**src/rtl/ser_pkg.sv**
```systemverilog
// rtl/ser_pkg.sv - shared state encoding and defaults for the serializer
package ser_pkg;

    typedef enum logic {
        IDLE  = 1'b0,
        SHIFT = 1'b1
    } state_t;

    localparam int DEFAULT_WIDTH = 8;

endpackage

```
**src/rtl/bitcnt.sv**
```systemverilog
// rtl/bitcnt.sv - loadable down-counter with zero flag
module bitcnt #(
    parameter int CW = 3
) (
    input  logic          clk,
    input  logic          reset,
    input  logic          load,
    input  logic [CW-1:0] load_val,
    input  logic          dec,
    output logic [CW-1:0] count,
    output logic          zero
);

    // load has priority; decrement saturates at zero so the count never wraps
    always_ff @(posedge clk or posedge reset) begin
        if (reset) begin
            count <= '0;
        end else if (load) begin
            count <= load_val;
        end else if (dec && (count != '0)) begin
            count <= count - CW'(1);
        end
    end

    assign zero = (count == '0);

endmodule

```
**src/rtl/serializer_8.sv**
```systemverilog
// rtl/serializer_8.sv - parallel-to-serial frame shifter with valid/ready handshake
module serializer_8
    import ser_pkg::*;
#(
    parameter int WIDTH     = DEFAULT_WIDTH,
    parameter int MSB_FIRST = 1
) (
    input  logic             clk,
    input  logic             reset,
    input  logic [WIDTH-1:0] din,
    input  logic             din_valid,
    output logic             din_ready,
    output logic             sout,
    output logic             sout_valid,
    output logic             frame_done
);

    localparam int CW = $clog2(WIDTH);

    state_t           state, state_nxt;
    logic [WIDTH-1:0] shreg, shreg_nxt;
    logic             sout_nxt, valid_nxt, done_nxt, ready_nxt;
    logic             cnt_load, cnt_dec, cnt_zero;
    logic [CW-1:0]    cnt;
    logic             accept;

    // bit that leaves the word first, depending on the configured order
    function automatic logic head(input logic [WIDTH-1:0] w);
        return (MSB_FIRST != 0) ? w[WIDTH-1] : w[0];
    endfunction

    // word with its outgoing bit removed, so head() yields the next bit
    function automatic logic [WIDTH-1:0] tail(input logic [WIDTH-1:0] w);
        return (MSB_FIRST != 0) ? (w << 1) : (w >> 1);
    endfunction

    bitcnt #(.CW(CW)) u_bitcnt (
        .clk      (clk),
        .reset    (reset),
        .load     (cnt_load),
        .load_val (CW'(WIDTH - 1)),
        .dec      (cnt_dec),
        .count    (cnt),
        .zero     (cnt_zero)
    );

    // din_ready is a register, so accept depends only on din_valid and state
    assign accept = din_valid && din_ready;

    // next-state: load a new word, keep shifting, or fall back to idle
    always_comb begin
        state_nxt = state;
        shreg_nxt = shreg;
        sout_nxt  = 1'b0;
        valid_nxt = 1'b0;
        done_nxt  = 1'b0;
        ready_nxt = 1'b0;
        cnt_load  = 1'b0;
        cnt_dec   = 1'b0;
        if (accept) begin
            state_nxt = SHIFT;
            sout_nxt  = head(din);
            shreg_nxt = tail(din);
            valid_nxt = 1'b1;
            cnt_load  = 1'b1;
        end else if ((state == SHIFT) && !cnt_zero) begin
            sout_nxt  = head(shreg);
            shreg_nxt = tail(shreg);
            valid_nxt = 1'b1;
            cnt_dec   = 1'b1;
            done_nxt  = (cnt == CW'(1));
            ready_nxt = (cnt == CW'(1));
        end else begin
            state_nxt = IDLE;
            shreg_nxt = '0;
            ready_nxt = 1'b1;
        end
    end

    // all outputs are registered; reset aborts any frame in progress
    always_ff @(posedge clk or posedge reset) begin
        if (reset) begin
            state      <= IDLE;
            shreg      <= '0;
            sout       <= 1'b0;
            sout_valid <= 1'b0;
            frame_done <= 1'b0;
            din_ready  <= 1'b0;
        end else begin
            state      <= state_nxt;
            shreg      <= shreg_nxt;
            sout       <= sout_nxt;
            sout_valid <= valid_nxt;
            frame_done <= done_nxt;
            din_ready  <= ready_nxt;
        end
    end

endmodule

```
**config.mk**
```make
export PLATFORM = sky130hd
export DESIGN_NAME = serializer_8
export DESIGN_NICKNAME = d
export VERILOG_FILES = /design/src/rtl/ser_pkg.sv /design/src/rtl/bitcnt.sv /design/src/rtl/serializer_8.sv
export SDC_FILE = /design/constraint.sdc
export NUM_CORES = 1
export LEC_CHECK = 0
export CAP_MARGIN = 20
export CORE_MARGIN = 10
export CORE_UTILIZATION = 55
export CTS_BUF_LIST = sky130_fd_sc_hd__clkbuf_4 sky130_fd_sc_hd__clkbuf_8
export DETAILED_ROUTE_END_ITERATION = 12
export DONT_BUFFER_PORTS = 1
export PLACE_DENSITY = 0.72
export SLEW_MARGIN = 20
export SYNTH_ARGS = -nofsm -noshare
export SYNTH_HDL_FRONTEND = slang
export SYNTH_HIERARCHICAL = 1
export SYNTH_SLANG_ARGS = --single-unit
```
**constraint.sdc**
```tcl
create_clock -name clk -period 3.4 [get_ports clk]
set_clock_uncertainty 0.2 [all_clocks]
set_input_delay 0.68 -clock clk [delete_from_list [all_inputs] [get_ports clk]]
set_output_delay 0.68 -clock clk [all_outputs]
set_load 0.03 [all_outputs]
```
==> results.md <==
- Status: completed
- CP max FO: 11
- Htree depth: 1
- Adder-cell share of the synthesized area: 3.26%
- Leakage power: 0.368 nW
- Grt ovf: 0
- DRC viols: 0
- Yosys warnings: 6
- Worst-path cell chain: inv_1 > ha_1 > ha_1 > nand2b_1 > nor2_1 > nand2b_1 > a221o_1
- Clock Latency Late Sink: 0.28 ns
- Post-synthesis sequential area ratio: 48.9%
- CP Depth: 7
- Worst setup path end: u_bitcnt/count[1]$_DFFE_PP0P_
- FFs w/ async S/R, synth: 100%
- Rel. slew slack: 58.6%
- Critical path arrival: 2.37 ns
- Syn Inst Count: 69
- Crit. Startpoint: u_bitcnt/count[0]$_DFFE_PP0P_
- Mean area per synthesized cell: 11.1 um2
- Post-CTS sizing: 0
- P&R area growth vs syn: 3.58%
- GRT Util Overall: 8.38%
- Number of synthesized flops with an enable pin: 0
- Post-route ant nets: 0
- Reg-to-Reg Start: u_bitcnt/count[0]$_DFFE_PP0P_
- Fillers: 112
- Max_cap viols: 0
- Gpl congestion: 0.684
- Final Max Tran Viols: 0
- Area share of the largest cell type after synthesis: 48.9%
- Synth area leaders: dfrtp_1, o31ai_2, inv_1
- DP Wirelength: 1010 um
- Tmin final: 2.42 ns
- Via count: 496
- WL final: 1390 um
- Pre-antenna DRT Iters: 4
- Final period util: 71.1%
- CTS tree: built
- CP required: 3.36 ns
- First-pass GRT wire length: 2170 um
- Kind of critical path: flop to flop
- Largest net degree at the start of global routing: 22
- Vias per cell: 5.70
- Die H: 57.4 um
- Finished Layout Cells: 87
- Mux contribution to synthesized area: 0%
- Most common cell in the netlist: dfrtp_1
- Crit end category: flop
- Clk root buf: clkbuf_4
- IO Port Bufs: 0
- Top cells by count, synth: dfrtp_1, inv_1, nand3_1, o31ai_2, nand2b_1
- Fmax: 414 MHz
- XOR/XNOR share of the synthesized area: 0%
- Reg2Reg Depth: 7
- Die W: 57.4 um
- WL/cell: 16.0 um
- Crit-path max cell delay: 0.43 ns
- Fin nets: 86
- Cell Area, Synth: 768 um2
- 1st-iter DRT viols: 9
- Area leader, netlist: dfrtp_1
- Setup TNS: 0 ns
- Main combinational cell family by area after synthesis: simple AND/OR/NAND/NOR gates
- Post-synthesis register bit count: 15
- HP Class: input pin to asynchronous set/reset pin
- RSZ-0062 raised after global routing: false
- Post-Place Cells: 82
- Number of distinct library cells after synthesis: 22
- Crit path max-delay cell type: nand2b_1
- Actual slew at the worst max-slew pin: 0.621 ns
- CTS buffer count: 3
- Worst VDD drop: 0.470 mV
- R2r endpoint: u_bitcnt/count[1]$_DFFE_PP0P_
- Std cell rows: 13
- Number of global-route vias before repair: 451
- Clock sink total: 15
- Clock-pin slew on the worst setup and hold paths: 0.08 ns
- DIE AREA: 3290 um2
- Simple-gate share of the synthesized area: 18.4%
- Worst Path Buf+Inv: 1
- Antenna diodes: 0
- Hold slack: 0.0807 ns
- Initial Utilization: 59.0%
- Reg2Reg Setup Slack: 0.98 ns
- Num ports: 15
- Final Hold Viols: 0
- Top FF cell, synth: dfrtp_1
- Core Footprint: 1300 um2
- Clock buffer depth: 2
- PD cells: 926 nW/um2
- Cell family with the largest share of critical-path delay: simple AND/OR/NAND/NOR gates
- # setup viols final: 0
- Antenna violations before repair: 0
- Synth Area in Compound Gates: 16.6%
- Critical path launch point type: flop
- Share of layout cells above drive strength 1: 19.4%
through the flow:
step / utilization (%) / power [W] / cell area [um2] / setup WS (ns)
4_1_cts: 61.2 / 0.000736 / 796 / 1.04
3_3_place_gp: 58.1 / 0.000613 / 756 / 1.13
6_report: 61.2 / 0.000737 / 796 / 0.983
5_1_grt: 61.2 / 0.000782 / 796 / 0.904
3_5_place_dp: 58.1 / 0.000631 / 756 / 1.05
2_1_floorplan: - / 0.000587 / 776 / 1.40
flip-flops by register name, indices dropped and copies added, names as in the netlist:
name / count
state: 1
din_ready: 1
shreg: 7
sout_valid: 1
u_bitcnt/count: 3
frame_done: 1
sout: 1
layout by cell type (no fill, tap or decap), drive strengths merged:
master / count
nand3: 7
clkbuf: 4
conb: 3
nand2b: 4
or3b: 1
a221o: 3
nor2: 1
and2: 1
a31oi: 1
o31ai: 7
nor2b: 2
dlygate4sd3: 1
dfrtp: 15
nor3: 1
ha: 2
inv: 13
and3: 1
nor4b: 3
and2b: 1
buf: 1
power by group:
group / leakage, nW / total (W) / internal, W / switching, W
sequential: 0.191 / 0.000309 / 0.000247 / 0.0000620
clock: 0.0184 / 0.000106 / 0.0000535 / 0.0000525
combinational: 0.158 / 0.000322 / 0.000132 / 0.000190
kinds of logic (layout without fill, tap and decap cells):
| group | Yosys count | in the layout |
|---|---|---|
| AOI/OAI and AO/OA | 11 | 11 |
| DFF | 15 | 15 |
| and+or+nand+nor | 22 | 22 |
| other | 1 | 3 |
| buffers and inverters | 18 | 19 |
| adders and majority gates | 2 | 2 |
worst min path at each step:
stage	to	from	slack, ns
after detailed placement	u_bitcnt/count[2]$_DFFE_PP0P_	reset	0.25
after global placement	u_bitcnt/count[2]$_DFFE_PP0P_	reset	0.24
after CTS	frame_done$_DFF_PP0_	reset	0.1
after global routing	frame_done$_DFF_PP0_	reset	0.1
final	frame_done$_DFF_PP0_	reset	0.08
after floorplan	u_bitcnt/count[0]$_DFFE_PP0P_	reset	0.23
layer usage:
layer  vias to the layer above  part of all wire, %  global-route usage (%)
met4                         0                  1.9                    4.03
met2                        19                   43                    11.5
met3                         2                  8.5                    5.31
met1                       237                   47                    9.86
met5                         -                    0                       0
li1                        238                    -                       -
what timing repair did:
| action | 4_1_cts | 5_1_grt |
|---|---|---|
| hold endpoints to repair | 3 | 0 |
| setup buffers | 0 | 0 |
| hold buffers | 1 | 0 |
layout make-up:
class / count / area (um2) / share of cell area, %
sequential: 15 / 375 / 47.2
multi-input combinational: 38 / 305 / 38.4
inverter: 13 / 48.8 / 6.13
clock buffer: 4 / 30.0 / 3.77
tap: 15 / 18.8 / 2.36
timing repair buffer: 2 / 17.5 / 2.20
Power figures use the tool's default switching activity.
